## src/rtl/vram_dma_pkg.sv

```systemverilog
// Shared definitions for the VRAM DMA engine: FSM states, register map,
// CTRL/STATUS bit positions and the LEN-to-byte-count conversion.
package vram_dma_pkg;

  typedef enum logic [2:0] {
    IDLE    = 3'd0,
    WAIT_VB = 3'd1,
    REQ     = 3'd2,
    READ    = 3'd3,
    WRITE   = 3'd4,
    DONE    = 3'd5
  } state_t;

  localparam logic [15:0] DEF_VRAM_BASE = 16'h4000;

  // Register indices within the DMA window
  localparam logic [2:0] REG_SRC_LO = 3'd0;
  localparam logic [2:0] REG_SRC_HI = 3'd1;
  localparam logic [2:0] REG_DST_LO = 3'd2;
  localparam logic [2:0] REG_DST_HI = 3'd3;
  localparam logic [2:0] REG_LEN    = 3'd4;
  localparam logic [2:0] REG_CTRL   = 3'd5;

  // CTRL write bits
  localparam int CTRL_START   = 0;
  localparam int CTRL_WAIT_VB = 1;
  localparam int CTRL_ABORT   = 6;
  localparam int CTRL_CLR_IRQ = 7;

  // STATUS read bits
  localparam int STAT_BUSY    = 0;
  localparam int STAT_WAITING = 1;
  localparam int STAT_IRQ     = 7;

  // LEN of zero encodes a full 256-byte block
  function automatic logic [8:0] len_to_count(input logic [7:0] len);
    return (len == 8'd0) ? 9'd256 : {1'b0, len};
  endfunction

endpackage

```

## src/rtl/vram_dma_if.sv

```systemverilog
// Shared-bus connection between the DMA engine (master) and the
// arbiter / memory side (slave).
interface vram_dma_if;
  logic        bus_req;
  logic        bus_grant;
  logic [15:0] dma_address;
  logic [7:0]  dma_read_data;
  logic [7:0]  dma_write_data;
  logic        dma_write_enable;

  modport master (
    output bus_req, dma_address, dma_write_data, dma_write_enable,
    input  bus_grant, dma_read_data
  );

  modport slave (
    input  bus_req, dma_address, dma_write_data, dma_write_enable,
    output bus_grant, dma_read_data
  );
endinterface

```

## src/rtl/vram_dma_regs.sv

```systemverilog
// CPU-visible register file of the DMA engine plus the read mux.
// Configuration is frozen while a transfer is in flight; CTRL still
// delivers abort and clr_irq pulses at any time.
module vram_dma_regs
  import vram_dma_pkg::*;
(
  input  logic        clk,
  input  logic        rst,
  input  logic        sel_i,
  input  logic [2:0]  addr_i,
  input  logic [7:0]  wdata_i,
  input  logic        we_i,
  input  logic        busy_i,
  input  logic        waiting_i,
  input  logic        irq_i,
  output logic [7:0]  rdata_o,
  output logic [15:0] src_o,
  output logic [11:0] dst_o,
  output logic [7:0]  len_o,
  output logic        wait_vb_o,
  output logic        start_o,
  output logic        start_vb_o,
  output logic        abort_o,
  output logic        clr_irq_o
);

  logic [7:0] src_lo_q, src_hi_q, dst_lo_q, len_q;
  logic [3:0] dst_hi_q;
  logic       wait_vb_q;
  logic       wr, ctrl_wr, cfg_wr;

  assign wr      = sel_i & we_i;
  assign ctrl_wr = wr && (addr_i == REG_CTRL);
  assign cfg_wr  = wr & ~busy_i;

  // Start is only honoured from idle; the vblank mode travels with it so
  // the FSM sees the value written in the same CTRL access.
  assign start_o    = ctrl_wr & ~busy_i & wdata_i[CTRL_START];
  assign start_vb_o = wdata_i[CTRL_WAIT_VB];
  assign abort_o    = ctrl_wr & wdata_i[CTRL_ABORT];
  assign clr_irq_o  = ctrl_wr & wdata_i[CTRL_CLR_IRQ];

  assign src_o     = {src_hi_q, src_lo_q};
  assign dst_o     = {dst_hi_q, dst_lo_q};
  assign len_o     = len_q;
  assign wait_vb_o = wait_vb_q;

  // Configuration registers, writable only while the engine is idle
  always_ff @(posedge clk or posedge rst) begin
    if (rst) begin
      src_lo_q  <= 8'h00;
      src_hi_q  <= 8'h00;
      dst_lo_q  <= 8'h00;
      dst_hi_q  <= 4'h0;
      len_q     <= 8'h00;
      wait_vb_q <= 1'b0;
    end else if (cfg_wr) begin
      case (addr_i)
        REG_SRC_LO: src_lo_q  <= wdata_i;
        REG_SRC_HI: src_hi_q  <= wdata_i;
        REG_DST_LO: dst_lo_q  <= wdata_i;
        REG_DST_HI: dst_hi_q  <= wdata_i[3:0];
        REG_LEN:    len_q     <= wdata_i;
        REG_CTRL:   wait_vb_q <= wdata_i[CTRL_WAIT_VB];
        default:    ;
      endcase
    end
  end

  // Read mux; unselected or unmapped reads return zero
  always_comb begin
    rdata_o = 8'h00;
    if (sel_i) begin
      case (addr_i)
        REG_SRC_LO: rdata_o = src_lo_q;
        REG_SRC_HI: rdata_o = src_hi_q;
        REG_DST_LO: rdata_o = dst_lo_q;
        REG_DST_HI: rdata_o = {4'h0, dst_hi_q};
        REG_LEN:    rdata_o = len_q;
        REG_CTRL: begin
          rdata_o[STAT_IRQ]     = irq_i;
          rdata_o[STAT_WAITING] = waiting_i;
          rdata_o[STAT_BUSY]    = busy_i;
        end
        default:    rdata_o = 8'h00;
      endcase
    end
  end

endmodule

```

## src/rtl/vram_dma_controller.sv

```systemverilog
// DMA engine copying a CPU-space byte block into VRAM over the shared bus.
// One byte takes a READ cycle (source address out, data latched at the end)
// followed by a WRITE cycle (VRAM address, data and strobe out).
module vram_dma_controller
  import vram_dma_pkg::*;
#(
  parameter logic [15:0] VRAM_BASE = DEF_VRAM_BASE,
  parameter int          VRAM_AW   = 12
) (
  input  logic        cpu_clk,
  input  logic        rst,
  input  logic        SELECT_dma,
  input  logic [2:0]  reg_addr,
  input  logic [7:0]  data_in,
  input  logic        write_enable,
  output logic [7:0]  data_out,
  input  logic        in_vblank,
  output logic        dma_irq,
  vram_dma_if.master  bus
);

  localparam logic [VRAM_AW-1:0] DST_ONE = {{(VRAM_AW-1){1'b0}}, 1'b1};

  state_t             state_q;
  logic [15:0]        src_q, src_d, addr_q;
  logic [VRAM_AW-1:0] dst_q, dst_d;
  logic [8:0]         cnt_q, cnt_d;
  logic [7:0]         byte_q;
  logic               req_q, we_q, irq_q;

  logic [15:0] cfg_src;
  logic [11:0] cfg_dst;
  logic [7:0]  cfg_len;
  logic        cfg_wait_vb, start_p, start_vb, abort_p, clr_p;
  logic        busy, waiting;

  assign busy    = (state_q != IDLE);
  assign waiting = (state_q == WAIT_VB);

  assign src_d = src_q + 16'd1;
  assign dst_d = dst_q + DST_ONE;
  assign cnt_d = cnt_q - 9'd1;

  vram_dma_regs u_regs (
    .clk        (cpu_clk),
    .rst        (rst),
    .sel_i      (SELECT_dma),
    .addr_i     (reg_addr),
    .wdata_i    (data_in),
    .we_i       (write_enable),
    .busy_i     (busy),
    .waiting_i  (waiting),
    .irq_i      (irq_q),
    .rdata_o    (data_out),
    .src_o      (cfg_src),
    .dst_o      (cfg_dst),
    .len_o      (cfg_len),
    .wait_vb_o  (cfg_wait_vb),
    .start_o    (start_p),
    .start_vb_o (start_vb),
    .abort_o    (abort_p),
    .clr_irq_o  (clr_p)
  );

  // An abort arriving during WRITE must kill the strobe already on the bus
  assign bus.dma_write_enable = we_q & ~abort_p;
  assign bus.bus_req          = req_q;
  assign bus.dma_address      = addr_q;
  assign bus.dma_write_data   = byte_q;
  assign dma_irq              = irq_q;

  // Transfer FSM with address/count progress, byte latch and registered bus outputs
  always_ff @(posedge cpu_clk or posedge rst) begin
    if (rst) begin
      state_q <= IDLE;
      src_q   <= 16'h0000;
      dst_q   <= '0;
      cnt_q   <= 9'd0;
      byte_q  <= 8'h00;
      addr_q  <= 16'h0000;
      req_q   <= 1'b0;
      we_q    <= 1'b0;
      irq_q   <= 1'b0;
    end else begin
      // Completion outranks a simultaneous clear; an aborted DONE raises nothing
      if (state_q == DONE && !abort_p) irq_q <= 1'b1;
      else if (clr_p)                  irq_q <= 1'b0;

      if (abort_p) begin
        state_q <= IDLE;
        req_q   <= 1'b0;
        we_q    <= 1'b0;
        addr_q  <= 16'h0000;
      end else begin
        case (state_q)
          IDLE: begin
            if (start_p) begin
              src_q <= cfg_src;
              dst_q <= cfg_dst[VRAM_AW-1:0];
              cnt_q <= len_to_count(cfg_len);
              if (start_vb) begin
                state_q <= WAIT_VB;
              end else begin
                state_q <= REQ;
                req_q   <= 1'b1;
              end
            end
          end
          WAIT_VB: begin
            if (in_vblank) begin
              state_q <= REQ;
              req_q   <= 1'b1;
            end
          end
          REQ: begin
            if (bus.bus_grant) begin
              state_q <= READ;
              addr_q  <= src_q;
            end
          end
          READ: begin
            // Losing the bus mid-read discards the byte; it is fetched again
            if (!bus.bus_grant) begin
              state_q <= REQ;
              addr_q  <= 16'h0000;
            end else begin
              byte_q  <= bus.dma_read_data;
              state_q <= WRITE;
              we_q    <= 1'b1;
              addr_q  <= VRAM_BASE + 16'(dst_q);
            end
          end
          WRITE: begin
            // The write is committed; only the follow-on state depends on bus/vblank
            we_q  <= 1'b0;
            src_q <= src_d;
            dst_q <= dst_d;
            cnt_q <= cnt_d;
            if (cnt_q == 9'd1) begin
              state_q <= DONE;
              req_q   <= 1'b0;
              addr_q  <= 16'h0000;
            end else if (cfg_wait_vb && !in_vblank) begin
              state_q <= WAIT_VB;
              req_q   <= 1'b0;
              addr_q  <= 16'h0000;
            end else if (!bus.bus_grant) begin
              state_q <= REQ;
              addr_q  <= 16'h0000;
            end else begin
              state_q <= READ;
              addr_q  <= src_d;
            end
          end
          DONE: begin
            state_q <= IDLE;
          end
          default: begin
            state_q <= IDLE;
            req_q   <= 1'b0;
            we_q    <= 1'b0;
          end
        endcase
      end
    end
  end

endmodule

```

## src/flat_wrapper.sv

```systemverilog
// flat-port wrapper written by rule: the top's interface ports become plain ports
module vram_dma_controller_flat import vram_dma_pkg::*;
#(
  parameter logic [15:0] VRAM_BASE = DEF_VRAM_BASE,
  parameter int          VRAM_AW   = 12
)
  (cpu_clk, rst, SELECT_dma, reg_addr, data_in, write_enable, data_out, in_vblank, dma_irq, bus_bus_req, bus_dma_address, bus_dma_write_data, bus_dma_write_enable, bus_bus_grant, bus_dma_read_data);
  vram_dma_if bus_i ();
  input  logic cpu_clk;
  input  logic rst;
  input  logic SELECT_dma;
  input  logic [2:0] reg_addr;
  input  logic [7:0] data_in;
  input  logic write_enable;
  output logic [7:0] data_out;
  input  logic in_vblank;
  output logic dma_irq;
  output wire logic [$bits(bus_i.bus_req)-1:0] bus_bus_req;
  output wire logic [$bits(bus_i.dma_address)-1:0] bus_dma_address;
  output wire logic [$bits(bus_i.dma_write_data)-1:0] bus_dma_write_data;
  output wire logic [$bits(bus_i.dma_write_enable)-1:0] bus_dma_write_enable;
  input wire logic [$bits(bus_i.bus_grant)-1:0] bus_bus_grant;
  input wire logic [$bits(bus_i.dma_read_data)-1:0] bus_dma_read_data;
  assign bus_bus_req = bus_i.bus_req;
  assign bus_dma_address = bus_i.dma_address;
  assign bus_dma_write_data = bus_i.dma_write_data;
  assign bus_dma_write_enable = bus_i.dma_write_enable;
  assign bus_i.bus_grant = bus_bus_grant;
  assign bus_i.dma_read_data = bus_dma_read_data;
  vram_dma_controller #(.VRAM_BASE(VRAM_BASE), .VRAM_AW(VRAM_AW)) u_core (.cpu_clk(cpu_clk), .rst(rst), .SELECT_dma(SELECT_dma), .reg_addr(reg_addr), .data_in(data_in), .write_enable(write_enable), .data_out(data_out), .in_vblank(in_vblank), .dma_irq(dma_irq), .bus(bus_i));
endmodule
```

## config.mk

```make
export PLATFORM = sky130hd
export DESIGN_NAME = vram_dma_controller_flat
export DESIGN_NICKNAME = d
export VERILOG_FILES = /design/src/rtl/vram_dma_pkg.sv /design/src/rtl/vram_dma_if.sv /design/src/rtl/vram_dma_regs.sv /design/src/rtl/vram_dma_controller.sv /design/src/flat_wrapper.sv
export SDC_FILE = /design/constraint.sdc
export NUM_CORES = 1
export LEC_CHECK = 0
export ABC_AREA = 1
export CAP_MARGIN = 0
export CORE_ASPECT_RATIO = 0.9
export CORE_MARGIN = 4
export CORE_UTILIZATION = 52
export DETAILED_ROUTE_END_ITERATION = 8
export PLACE_DENSITY = 0.77
export SLEW_MARGIN = 20
export SYNTH_ARGS = -nofsm -noshare
export SYNTH_HDL_FRONTEND = slang
export SYNTH_SLANG_ARGS = --single-unit
```

## constraint.sdc

```tcl
create_clock -name cpu_clk -period 3.1 [get_ports cpu_clk]
set_input_delay 0.62 -clock cpu_clk [delete_from_list [all_inputs] [get_ports cpu_clk]]
set_output_delay 0.62 -clock cpu_clk [all_outputs]
set_load 0.01 [all_outputs]
```

==> results.cfg <==
[outcome]
outcome = finished, final reports clean

[logic_synthesis]
synth_top_cell_area_share = 0.4451
syn_avg_cell_area_sq_um = 7.192
syn_inst = 813
synth_area_leaders = dfrtp_1 (45%), nand2_1 (17%), o21ai_0 (7.9%), inv_1 (5.2%), nor2_1 (4.4%)
netlist-cell-type-count = 41
syn_area_sq_mm = 0.005847
yosysTopAreaCell = dfrtp_1
yosys_warnings = 0
syn_nets = 842
ys_ff_latch = 104
ys_seq_area_frac = 0.4451

[place]
dp_cells = 1014
postPlaceCellArea_sq_mm = 0.006636
numPortBuffers = 59
place_ws_ps = -12.50
place_hpwl_mm = 12.38
gp_congestion = 0.9577

[clocking]
cts-root-buf = clkbuf_16
htree_levels = 3
clk_latency_ps = 360
clk_path_buf_depth = 2
cts_inserted_buffers = 9
cts_tree = built
clkTransAtPathRegs_ps = 70
cts.sinks = 104
hold_buffers = 0

[detailed_routing]
totalWireLength_mm = 16.99
drc = 0
vias = 5699
drt_iter0_drc = 553
dr.pass1.iters = 5
wl_per_cell_um = 16.49
detail_route.vias_per_cell = 5.533
drtAntennaViolNets = 0

[floorplanning]
io_pins = 60
core_area_sq_mm = 0.01090
chipWidth_um = 119.8
die-area_sq_mm = 0.01301
initial_utilization = 0.5364
die_h_um = 108.6
rows = 36

[grt]
antenna_found_initial = 1
grt_use_total = 0.2725
overflow = 0
grt_pass1_vias = 5157
grt_max_degree = 105
grt_pass1_wl_mm = 27.57

[setup_path]
critical_path_buf_inv_count = 3
path_class = primary input to output port
cp_slowest_stage_delay_ps = 570
slowest_stage = clkdlybuf4s50_1
crit_path_max_fanout = 5
path_cells = clkdlybuf4s50_1, buf_4, nand2_1, o22ai_1, nor2_1, a31oi_1, clkdlybuf4s50_1
crit_family = buffers and inverters
cp.arrival_ps = 2440
cpMostUsedCell = clkdlybuf4s50_1
crit_required_ps = 2480
startpoint_type = primary input
crit_path_end_kind = output port

[timing]
hold_violations = 0
drv_slew = 0
finClkSkew_ps = 9.180
setup_viol = 0
worst_slack_ps = 36.18
relSlewSlack = 0.5191
finalCritPeriodShare = 0.9883
hold_slack_ps = 477.1
rsz0062_at_grt = yes
tns_ps = 0
tightestPinTransition_ps = 717.0
max_freq_mhz = 326.4
min_period_ps = 3064

[pwr]
worst_ir_drop_vdd_mv = 0.5597
powerDensity_mw_per_mm2 = 903.8
leakage_nw = 3.280
total_power_mw = 6.263

[finish]
finalInstanceArea_sq_mm = 0.006929
fin_nets = 903
antenna_cells = 0
final_util = 0.6357
final_cells = 1030
syn_to_final_growth_pct = 18.51
drive_gt1_frac = 0.07175

[min_path]
hold_class = flip-flop to flip-flop

[run]
maxCapViolCount = 0
[layer usage]
metal	share of wire	GRT usage	vias up
met5	0.00041	0	-
met4	0.025	0.08585	2
met3	0.090	0.07008	39
met2	0.44	0.4101	279
met1	0.44	0.3882	2623
li1	-	-	2756
[flip-flops by register name, summed over array words and instances (netlist names), 3 cells and up]
| register | count |
|---|---|
| u_core.bus.dma_address | 16 |
| u_core.src_q | 16 |
| u_core.dst_q | 12 |
| u_core.cnt_q | 9 |
| u_core.bus.dma_write_data | 8 |
| u_core.u_regs.dst_lo_q | 8 |
| u_core.u_regs.len_o | 8 |
| u_core.u_regs.src_hi_q | 8 |
| u_core.u_regs.src_lo_q | 8 |
| u_core.u_regs.dst_hi_q | 4 |
| u_core.state_q | 3 |
[worst register-to-register path: stages (launching register included)]
cell,delay (ps)
dfrtp_1,440
nor2_2,100
nand2_1,90
clkinv_1,570
buf_4,460
nand3_1,150
nand3_1,120
o21ai_0,180
inv_1,50
[kinds of logic after synthesis]
logic type / synth area share
simple gates: 0.2848
flops: 0.4451
mux: 0.01541
buf+inv: 0.07918
compound gates: 0.1594
fa+ha+maj: 0.008560
xor+xnor: 0.007489
[power by group]
part | internal (mW) | switching (mW) | total, mW
clock | 0.547 | 0.535 | 1.08
combinational | 1.09 | 1.63 | 2.72
sequential | 1.94 | 0.526 | 2.47
[cell usage in the layout (no fill, tap or decap), types with 13 or more instances in the layout]
cell             Yosys  final
buf_4                4     13
nand3_1             42     41
a21oi_1             33     33
clkdlybuf4s50_1      0     56
nand2_1            264    264
o21ai_0             92     92
nor2_1              68     68
o21ai_1             22     22
inv_1               81     79
dfrtp_1            104    104
[path summary, 6_finish.rpt]
path                       slack (ps)                         end  cells after the start                        from
max                                40                 data_out[0]                      7                 reg_addr[2]
min                               480  u_core.bus.dma_address[15]                      2  u_core.bus.dma_address[15]
max reg2reg                       830          u_core.bus.bus_req                      8           u_core.state_q[0]
min reg2reg                       480  u_core.bus.dma_address[15]                      2  u_core.bus.dma_address[15]
max in group asynchronous        1910  u_core.bus.dma_address[14]                      3                         rst
min in group asynchronous         760            u_core.dst_q[10]                      3                         rst
[final cells by class]
type | instances | area [sq um]
flip-flops and latches | 104 | 2603
well taps | 152 | 190.2
multi-input cells | 595 | 2786
clock buffers | 9 | 225.2
repair buffers | 74 | 735.7
clock inverters | 6 | 45.04
fillers | 1004 | 3971
inverters | 90 | 344.1
[Yosys cell counts, drive strengths merged]
cell / instances
o2111ai: 1
buf: 15
a21boi: 1
a41oi: 2
xnor2: 1
o21ai: 115
clkbuf: 9
o21bai: 1
nand2: 267
or2: 1
a22oi: 1
dfrtp: 104
nor3: 8
inv: 89
mux2: 8
nand4: 4
and2: 1
a31oi: 6
a211oi: 2
nand3b: 3
nor4: 2
clkinv: 1
a21oi: 33
o22ai: 9
ha: 4
o211ai: 4
nand3: 44
xor2: 4
nor2: 73
[timing repair]
action	4_1_cts	5_1_grt
buffers inserted	0	1
pin swaps	0	1
hold endpoints to repair	0	0
resized for setup	1	5
cloned	0	0
setup endpoints to repair	1	8
Note: power is estimated with default switching activity, not from simulation.
